--- src/rtl/output_port_buffer_if.sv ---
// Switch-to-link bus of the output-port buffer: flit/strobe in, head flit plus status out.
// The slave side is the buffer; the master side is the switch and neighbour link.
interface output_port_buffer_if #(
  parameter int DATA_WIDTH = 8,
  parameter int DEPTH      = 4
);
  localparam int AW = $clog2(DEPTH);

  logic [DATA_WIDTH-1:0] Data_in;
  logic                  wr;
  logic                  ret;
  logic                  full_ret;
  logic [DATA_WIDTH-1:0] Data_out;
  logic                  val;
  logic                  empty;
  logic [AW:0]           count;
  logic                  ovf;

  modport master (
    output Data_in, wr, ret,
    input  full_ret, Data_out, val, empty, count, ovf
  );

  modport slave (
    input  Data_in, wr, ret,
    output full_ret, Data_out, val, empty, count, ovf
  );
endinterface

--- src/rtl/output_port_buffer.sv ---
// DEPTH-entry flit FIFO between crossbar output and link; 1-cycle write-to-head latency,
// pops stall combinationally on ret, switch is held off by full_ret (writes while full set sticky ovf).
module output_port_buffer #(
  parameter int DATA_WIDTH = 8,
  parameter int DEPTH      = 4
) (
  input  logic                    clk,
  input  logic                    rst,
  output_port_buffer_if.slave     io
);
  localparam int AW = $clog2(DEPTH);

  logic [DATA_WIDTH-1:0] mem [DEPTH];
  logic [AW-1:0]         wp;
  logic [AW-1:0]         rp;
  logic [AW:0]           cnt;
  logic                  ovf_q;
  logic                  is_empty;
  logic                  is_full;
  logic                  push;
  logic                  pop;

  assign is_empty = (cnt == '0);
  // Full comes from the registered count, so a pop from full never frees a slot for the same edge.
  assign is_full  = (cnt == (AW+1)'(DEPTH));
  assign pop      = !is_empty && !io.ret;
  assign push     = io.wr && !is_full;

  assign io.empty    = is_empty;
  assign io.full_ret = is_full;
  assign io.count    = cnt;
  assign io.val      = pop;
  assign io.ovf      = ovf_q;
  assign io.Data_out = is_empty ? '0 : mem[rp];

  always_ff @(posedge clk) begin
    if (!rst && push) begin
      mem[wp] <= io.Data_in;
    end
  end

  always_ff @(posedge clk) begin
    if (rst) begin
      wp    <= '0;
      rp    <= '0;
      cnt   <= '0;
      ovf_q <= 1'b0;
    end else begin
      if (push) begin
        wp <= wp + AW'(1);
      end
      if (pop) begin
        rp <= rp + AW'(1);
      end
      case ({push, pop})
        2'b10:   cnt <= cnt + (AW+1)'(1);
        2'b01:   cnt <= cnt - (AW+1)'(1);
        default: cnt <= cnt;
      endcase
      if (io.wr && is_full) begin
        ovf_q <= 1'b1;
      end
    end
  end
endmodule

--- src/flat_wrapper.sv ---
// flat-port wrapper written by rule: the top's interface ports become plain ports
module output_port_buffer_flat 
#(
  parameter int DATA_WIDTH = 8,
  parameter int DEPTH      = 4
)
  (clk, rst, io_Data_in, io_wr, io_ret, io_full_ret, io_Data_out, io_val, io_empty, io_count, io_ovf);
  output_port_buffer_if #(.DATA_WIDTH(DATA_WIDTH), .DEPTH(DEPTH)) io_i ();
  input  logic clk;
  input  logic rst;
  input wire logic [$bits(io_i.Data_in)-1:0] io_Data_in;
  input wire logic [$bits(io_i.wr)-1:0] io_wr;
  input wire logic [$bits(io_i.ret)-1:0] io_ret;
  output wire logic [$bits(io_i.full_ret)-1:0] io_full_ret;
  output wire logic [$bits(io_i.Data_out)-1:0] io_Data_out;
  output wire logic [$bits(io_i.val)-1:0] io_val;
  output wire logic [$bits(io_i.empty)-1:0] io_empty;
  output wire logic [$bits(io_i.count)-1:0] io_count;
  output wire logic [$bits(io_i.ovf)-1:0] io_ovf;
  assign io_i.Data_in = io_Data_in;
  assign io_i.wr = io_wr;
  assign io_i.ret = io_ret;
  assign io_full_ret = io_i.full_ret;
  assign io_Data_out = io_i.Data_out;
  assign io_val = io_i.val;
  assign io_empty = io_i.empty;
  assign io_count = io_i.count;
  assign io_ovf = io_i.ovf;
  output_port_buffer #(.DATA_WIDTH(DATA_WIDTH), .DEPTH(DEPTH)) u_core (.clk(clk), .rst(rst), .io(io_i));
endmodule
--- config.mk ---
export PLATFORM = sky130hd
export DESIGN_NAME = output_port_buffer_flat
export DESIGN_NICKNAME = d
export VERILOG_FILES = /design/src/rtl/output_port_buffer_if.sv /design/src/rtl/output_port_buffer.sv /design/src/flat_wrapper.sv
export SDC_FILE = /design/constraint.sdc
export NUM_CORES = 1
export LEC_CHECK = 0
export BUFFER_PORTS_ARGS = -buffer_cell sky130_fd_sc_hd__clkbuf_2
export CAP_MARGIN = 20
export CORE_AREA = 5 5 73 75
export DETAILED_ROUTE_END_ITERATION = 6
export DIE_AREA = 0 0 78 80
export SLEW_MARGIN = 20
export SYNTH_ARGS = -nofsm -noshare
export SYNTH_HDL_FRONTEND = slang
export SYNTH_SLANG_ARGS = --single-unit
--- constraint.sdc ---
create_clock -name clk -period 5.9 [get_ports clk]
set_clock_uncertainty 0.05 [all_clocks]
set_input_delay 1.18 -clock clk [delete_from_list [all_inputs] [get_ports clk]]
set_output_delay 1.18 -clock clk [all_outputs]
set_load 0.02 [all_outputs]
==> out/results.tsv, run 1 <==
metric	value	unit
synth_cell_type_count	24	
grt_pass1_wl	5130	um
yosysTopAreaCell	edfxtp_1	
synth-edff-count	32	
setup_tns	0	ns
hold_path.class	flop to flop	
grt-ovfl-total	0	
drt_iter0_markers	63	
p_leak	0.749	nW
yosysMostFrequentCell	edfxtp_1	
seq_power_share	42.5	%
irDropWorstVdd	0.294	mV
pwr-share-comb	33.3	%
core	4600	um^2
cts-htree-levels	2	
drt_wl_total	3130	um
dr.pass1.iters	4	
drtAntennaViolNets	0	
timing.final.crit_share	52.7	%
p_int	0.598	mW
placed_area	1960	um^2
slew_headroom	34.3	%
synthCells	108	
cts_hold_buf	0	
clockRootBuffer	clkbuf_8	
yosys-top-cells-count	edfxtp_1 (32), dfxtp_1 (10), mux4_2 (8), nor2b_1 (8)	
post_cts_buffers	0	
fp.dieH	80	um
cp-start-kind	flop	
yosys-top-cells-area	edfxtp_1 (54%), dfxtp_1 (11%), mux4_2 (10%), ha_1 (3.5%), nor2b_1 (2.8%)	
cts_resized	0	
synth.net_count	126	
yosys.area.top_type_share	54.5	%
pwr-share-clk	24.2	%
swShare	34.0	%
clk_pin_slew	0.08	ns
cts.path.max_buffers	2	
finalHoldViolCount	0	
cts_tree	yes	
power_switching	0.309	mW
powerDensity	440	nW/um^2
vias	978	
fmax	322	MHz
worstPathCellList	mux4_2 > nor2b_4 > clkbuf_2	
crit_arrival	1.88	ns
fp-row-count	25	
area_delta_synth_final	16.9	%
rsz0062_at_grt	no	
nets	158	
grt_pass1_vias	1033	
hpwlAfterDp	2190	um
period_minus_slack	3.11	ns
end_kind	output pin	
worstMarginPinSlew	0.981	ns
cts_buffers	5	
critPathMaxStageDelay	0.68	ns
required	4.67	ns
reg2reg_slack	3.37	ns
grt_start_max_net_pins	16	
ys_seq_area_share	65.8	%
wl_per_cell	16.0	um
num-fill-cells	410	
drive_above_1_share	34.8	%
avgSynthCellArea	16.3	um^2
num_io_pins	27	
synth_top_flop_cell	edfxtp_1	
syn-cell-area	1760	um^2
grtUsageTotal	10.9	%
antennaDiodeCount	0	
status	finished, final reports clean	
dieArea	6240	um^2
die_x	78	um
drc	0	
synth-seq-cells	42	
critPathMaxFanout	8	
maxCapViolations	0	
async_flop_share	0	%
vias_per_cell	5.02	
criticalPathCategory	flop to output pin	
stdcell_area	2060	um^2
antenna_found_initial	0	
cpMaxStageDelayCell	dfxtp_1	
setup_violations	0	
numClockSinks	42	
start_util	38.4	%
io_buffers	26	
synth_warnings	0	
gp_congestion	0.701	
drv_slew	0	
clock_latency	0.29	ns
[metrics by stage]
step / setup slack [ns] / hold slack (ns) / util (%) / power (mW) / instances
3_3_place_gp: 3.02 / 0.400 / 42.5 / 0.689 / 187
3_5_place_dp: 2.99 / 0.416 / 42.5 / 0.704 / 187
4_1_cts: 2.67 / 0.435 / 44.8 / 0.924 / 195
5_1_grt: 2.62 / 0.467 / 44.8 / 0.965 / 195
6_report: 2.79 / 0.442 / 44.8 / 0.907 / 195
2_1_floorplan: 3.03 / 0.434 / - / 0.612 / 108
[kinds of logic after synthesis]
family,Yosys count,synth area share [%]
flops,42,65.8
simple gates,28,11.2
buf+inv,11,3.33
mux,10,11.4
compound gates,9,2.55
fa+ha+maj,6,4.68
xor+xnor,2,0.993
[power groups by stage]
stage                     Sequential [mW]  Clock [mW]  Combinational [mW]
after global routing                0.392       0.239               0.333
after floorplan                     0.385           0               0.226
final                               0.385       0.219               0.302
after CTS                           0.387       0.225               0.312
after global placement              0.391           0               0.298
after detailed placement            0.394           0               0.310
[cell type report]
type / instances / area [um^2] / area share [%]
Tap cell: 54 / 67.6 / 3.28
Inverter: 6 / 22.5 / 1.09
Clock buffer: 7 / 76.3 / 3.70
Sequential cell: 42 / 1160 / 56.3
Multi-Input combinational cell: 55 / 544 / 26.4
Clock inverter: 1 / 30.0 / 1.46
Timing Repair Buffer: 30 / 160 / 7.77
[cell usage in the layout, fill, tap and decap left out]
| cell type | n |
|---|---|
| nand2b_4 | 1 |
| nor3b_4 | 1 |
| inv_1 | 6 |
| edfxtp_1 | 32 |
| o21ai_0 | 3 |
| or3_1 | 3 |
| nor2_1 | 6 |
| clkbuf_1 | 2 |
| nor2b_4 | 1 |
| ha_1 | 5 |
| clkbuf_2 | 26 |
| buf_4 | 4 |
| nor3_2 | 1 |
| nand2b_1 | 2 |
| mux2i_1 | 1 |
| nor2b_1 | 8 |
| mux2_2 | 1 |
| dfxtp_1 | 10 |
| fa_1 | 1 |
| clkbuf_8 | 5 |
| xor2_1 | 2 |
| a21oi_1 | 6 |
| nor3b_1 | 5 |
| bufinv_16 | 1 |
| mux4_2 | 8 |
[critical path: cells and delay by family (launching register included)]
kind	cells	cell delay (ns)
buffers and inverters	1	0.18
flip-flops	1	0.68
AND/OR/NAND/NOR	1	0.14
multiplexers	1	0.59
[path summary, 6_finish.rpt]
check	cells past startpoint	endpoint	from
hold / removal	2	u_core.io.ovf	u_core.io.ovf
setup reg to reg	8	u_core.io.count[2]	u_core.io.count[0]
hold reg to reg	2	u_core.io.ovf	u_core.io.ovf
setup / recovery	3	io_Data_out[4]	flop
[state kept, by name, indices dropped and copies added, names as in the netlist, named ones only]
| name | count |
|---|---|
| u_core.mem | 32 |
| u_core.io.count | 3 |
| u_core.rp | 2 |
| u_core.wp | 2 |
| u_core.io.ovf | 1 |
[layer usage]
metal,part of all wire [%],track usage [%],wire length [um]
met1,41,13.3,1290
met2,50,16.9,1570
met3,5.9,3.39,185
met4,2.6,6.59,82
met5,0,0,0
Power figures use the tool's default switching activity.
==> inputs of run 2 (changes only) <==
Clock period 5.9 ns to 2.9 ns, I/O delays scaled along.
==> run 2 against run 1 <==
  * Largest cell class unchanged
  * Critical path type unchanged
  * Sequential power is 100% higher
  * Sequential cell count stayed put
  * Highest routed layer unchanged
  * Hold slack worse by 0.0094 ns
  * Sequential share of layout area is 0.10 points higher
  * Register-to-register slack worse by 2.7 ns
==> out/results.tsv, run 2 (same netlist as run 1, synthesis figures left out) <==
metric	value	unit	change
antennaDiodeCount	0		unchanged
die_x	78	um	unchanged
largest_reg_flops	32		unchanged
dp.cells	188		+0.53%
setup_violations	0		unchanged
cts_hold_buf	0		unchanged
dr.pass1.iters	4		unchanged
worstPathCellList	mux4_2 > nor2b_4 > clkbuf_2		
rsz0062_at_grt	no		
top_register	u_core.mem		
grt_pass1_vias	948		-8.2%
final_cell_mix	edfxtp_1 (32), clkbuf_2 (26), dfxtp_1 (10)		
final_cells	196		+0.51%
nets	159		+0.63%
numClockSinks	42		unchanged
status	finished, final reports clean		
fmax	409	MHz	
crit_arrival	1.82	ns	-0.06 ns
num_io_pins	27		unchanged
clockRootBuffer	clkbuf_8		
drv_slew	0		unchanged
drtAntennaViolNets	0		unchanged
fp.dieH	80	um	unchanged
cts_resized	0		unchanged
criticalPathCategory	flop to output pin		
vias_per_cell	4.73		-5.7%
fp-row-count	25		unchanged
cts_buffers	5		unchanged
setup_tns	0	ns	unchanged
clk_pin_slew	0.08	ns	about the same
cts-htree-levels	2		unchanged
hpwlAfterDp	2080	um	-5.2%
drt_iter0_markers	45		-29%
maxCapViolations	0		unchanged
drt_wl_total	2950	um	-5.7%
gp_congestion	0.720		+2.7%
wl_per_cell	15.0	um	-6.2%
end_kind	output pin		
irDropWorstVdd	0.521	mV	+77%
core	4600	um^2	unchanged
mostFrequentLayoutCell	edfxtp_1		
required	2.27	ns	-2.40 ns
num-fill-cells	411		+0.24%
cp-start-kind	flop		
start_util	38.4	%	unchanged
worstMarginPinSlew	0.537	ns	-0.444 ns
io_buffers	26		unchanged
critPathMaxFanout	8		unchanged
p_leak	0.748	nW	about the same
power	1.79	mW	+97%
grt-ovfl-total	0		unchanged
timing.final.crit_share	84.4	%	
grtUsageTotal	10.1	%	-0.80 points
period_minus_slack	2.45	ns	
powerDensity	867	nW/um^2	+97%
area_delta_synth_final	16.7	%	
drc	0		unchanged
cpMaxStageDelayCell	dfxtp_1		
antenna_found_initial	0		unchanged
cts_tree	yes		
critPathMaxStageDelay	0.66	ns	-0.02 ns
hold_ws	0.433	ns	-0.00942 ns
drive_above_1_share	36.6	%	+1.9 points
grt_start_max_net_pins	16		unchanged
finalHoldViolCount	0		unchanged
vias	927		-5.2%
hold_path.class	flop to flop		
cts.path.max_buffers	2		unchanged
grt_pass1_wl	4840	um	-5.5%
slew_headroom	64.2	%	+30 points
clock_latency	0.28	ns	about the same
post_cts_buffers	0		unchanged
dieArea	6240	um^2	unchanged
-- run 2: path summary, 6_finish.rpt --
kind	start	to	slack, ns	cells after the start
setup / recovery	flop	io_Data_out[4]	0.45	3
hold / removal	u_core.io.ovf	u_core.io.ovf	0.43	2
setup reg to reg	u_core.io.count[0]	u_core.io.count[2]	0.63	9
hold reg to reg	u_core.io.ovf	u_core.io.ovf	0.43	2
-- run 2: critical path: cells and delay by family (launching register included) --
family / cells / cell delay (ns)
AND/OR/NAND/NOR: 1 / 0.14
buffers and inverters: 1 / 0.15
flip-flops: 1 / 0.66
multiplexers: 1 / 0.58
-- run 2: cell type report --
class | instances | area [um^2] | area share, %
Timing Repair Buffer | 31 | 168 | 8.15
Inverter | 6 | 22.5 | 1.09
Clock buffer | 6 | 82.6 | 4.01
Multi-Input combinational cell | 55 | 544 | 26.4
Clock inverter | 2 | 12.5 | 0.608
Tap cell | 54 | 67.6 | 3.28
Sequential cell | 42 | 1160 | 56.4
-- run 2: metrics by stage --
| step | cell area, um^2 | utilization, % | worst slack, ns |
|---|---|---|---|
| 5_1_grt | 2060 | 44.8 | 0.314 |
| 4_1_cts | 2060 | 44.8 | 0.379 |
| 3_3_place_gp | 1960 | 42.7 | 0.688 |
| 3_5_place_dp | 1960 | 42.7 | 0.619 |
| 6_report | 2060 | 44.8 | 0.454 |
| 2_1_floorplan | 1760 | - | 0.336 |
-- run 2: where the power goes --
part           switching [mW]  leakage [nW]  total, mW  internal [mW]
Combinational           0.356         0.328      0.623          0.267
Sequential             0.0763         0.372      0.783          0.707
Clock                   0.188        0.0472      0.379          0.191
Total                   0.620         0.748       1.79           1.17
-- run 2: per-layer routing --
layer	routed length (um)	part of all wire, %	global-route usage, %
met1	1320	45	12.1
met2	1440	49	16.6
met3	173	5.9	3.72
met4	19	0.64	3.72
met5	0	0	0
==> inputs of run 3 (changes only) <==
Clock period 2.9 ns to 2.02 ns, I/O delays scaled along.
==> run 3 against run 2 <==
  * Total power rose by 59%
  * First-iteration DRC count increased by 24%
  * Die area is the same
  * Via count rose by 5.8%
  * Clock-buffer cell count up 2
  * Final cell count increased by 2.6%
  * Clock power rose by 38%
  * Combinational power rose by 94%
  * Worst setup slack got worse by 0.45 ns
  * Critical path type unchanged
  * Largest power group is now combinational logic
==> out/results.tsv, run 3 (same netlist as run 1, synthesis figures left out) <==
metric	value	unit	change
status	finished, final reports clean		
critPathMaxStageDelay	0.49	ns	-0.17 ns
drt_wl_total	3290	um	+12%
timing.final.crit_share	99.7	%	
powerDensity	1300	nW/um^2	+49%
dieArea	6240	um^2	unchanged
seq_power_share	39.0	%	-4.9 points
crit_buf_inv	2		+1
antennaDiodeCount	0		unchanged
hold_ws	0.287	ns	-0.146 ns
power_switching	0.992	mW	+60%
area_delta_synth_final	24.0	%	
p_leak	0.797	nW	+6.6%
io_buffers	26		unchanged
cts-htree-levels	2		unchanged
clk_pin_slew	0.08	ns	about the same
slew_headroom	80.7	%	+17 points
swShare	35.0	%	+0.26 points
core	4600	um^2	unchanged
drive_above_1_share	45.6	%	+9.0 points
finalHoldViolCount	0		unchanged
hold_path.class	input pin to flop		
clockRootBuffer	clkbuf_8		
fmax	497	MHz	
rr_startpoint	u_core.io.count[1]		
drtAntennaViolNets	0		unchanged
criticalPathCategory	flop to output pin		
setup_violations	0		unchanged
nets	164		+3.1%
period_minus_slack	2.01	ns	
maxCapViolations	0		unchanged
numClockSinks	42		unchanged
mostFrequentLayoutCell	edfxtp_1		
cts.path.max_buffers	2		unchanged
irDropWorstVdd	0.794	mV	+52%
worstMarginPinSlew	0.288	ns	-0.249 ns
start_util	38.4	%	unchanged
cp_top_family	multiplexers		
dr.pass1.iters	2		-2
critPathMaxFanout	8		unchanged
crit_arrival	1.56	ns	-0.26 ns
gp_congestion	0.718		-0.31%
largest_reg_flops	32		unchanged
grt_pass1_vias	1038		+9.5%
num_io_pins	27		unchanged
cts_hold_buf	0		unchanged
min_from	io_Data_in[1]		
grt-ovfl-total	0		unchanged
hpwlAfterDp	2250	um	+8.4%
vias_per_cell	4.88		+3.2%
grt_start_max_net_pins	13		-3
drt_iter0_markers	56		+24%
pwr-share-clk	18.4	%	-2.8 points
cts_tree	yes		
drc	0		unchanged
worstPathCellList	buf_12 > mux4_2 > nor2b_2 > buf_6		
antenna_found_initial	0		unchanged
fp-row-count	25		unchanged
required	1.57	ns	-0.70 ns
cpMaxStageDelayCell	mux4_2		
p_int	1.84	mW	+58%
vias	981		+5.8%
grtUsageTotal	11.6	%	+1.5 points
die_x	78	um	unchanged
utilization	47.6	%	+2.8 points
cp-start-kind	flop		
final_cell_mix	edfxtp_1 (32), clkbuf_2 (21), buf_4 (9)		
setup_tns	0	ns	unchanged
pwr-share-comb	42.6	%	+7.7 points
drv_slew	0		unchanged
grt_pass1_wl	5380	um	+11%
cts_buffers	5		unchanged
fp.dieH	80	um	unchanged
wl_per_cell	16.4	um	+8.9%
top_register	u_core.mem		
end_kind	output pin		
rsz0062_at_grt	yes		
clock_latency	0.29	ns	about the same
==> run 3: layout make-up <==
cell class | count | area (um^2)
fill | 401 | 2410
timing repair buffer | 36 | 256
multi-input combinational | 55 | 592
clock buffer | 8 | 80.1
inverter | 6 | 22.5
tap | 54 | 67.6
sequential | 42 | 1170
==> run 3: power by group through the flow <==
stage	Clock, mW	Combinational (mW)	Sequential [mW]
floorplan	0	0.700	1.13
global placement	0	1.03	1.11
detailed placement	0	1.06	1.12
CTS	0.531	1.12	1.11
global route	0.580	1.31	1.12
finish	0.522	1.21	1.11
==> run 3: worst paths after layout <==
check                                     endpoint  slack [ns]  cells after the start
worst max-delay path                io_Data_out[1]       0.006                      4
worst min-delay path              u_core.mem[0][1]        0.29                      1
worst max register to register  u_core.io.count[2]        0.09                      8
worst min register to register       u_core.io.ovf        0.43                      2
==> run 3: per-stage QoR <==
stage / std cells / total power [mW] / worst slack, ns / area (um^2)
5_1_grt: 201 / 3.01 / -0.0669 / 2190
6_report: 201 / 2.84 / 0.00625 / 2190
3_5_place_dp: 191 / 2.18 / 0.0610 / 2030
3_3_place_gp: 191 / 2.14 / 0.112 / 2030
4_1_cts: 199 / 2.75 / -0.0161 / 2130
2_1_floorplan: 108 / 1.83 / -0.177 / 1790
==> run 3: what timing repair did <==
item,4_1_cts,5_1_grt
endpoints found under the setup margin,8,9
setup buffers,0,2
cloned,0,0
pin swaps,0,0
resized for setup,7,17
==> run 3: worst register-to-register path, cell delays in order (launching register included) <==
cell	delay [ns]
dfxtp_2	0.36
nor3b_4	0.21
nand2b_4	0.17
ha_4	0.14
inv_2	0.03
fa_2	0.32
xor2_1	0.15
or3_1	0.31
a21oi_1	0.12
==> run 3: routing by layer <==
metal / vias up / global-route usage [%] / wire [um]
met5: - / 0 / 0
met4: 0 / 3.55 / 44
met1: 487 / 13.9 / 1390
li1: 468 / - / -
met2: 21 / 19.1 / 1680
met3: 5 / 4.63 / 169
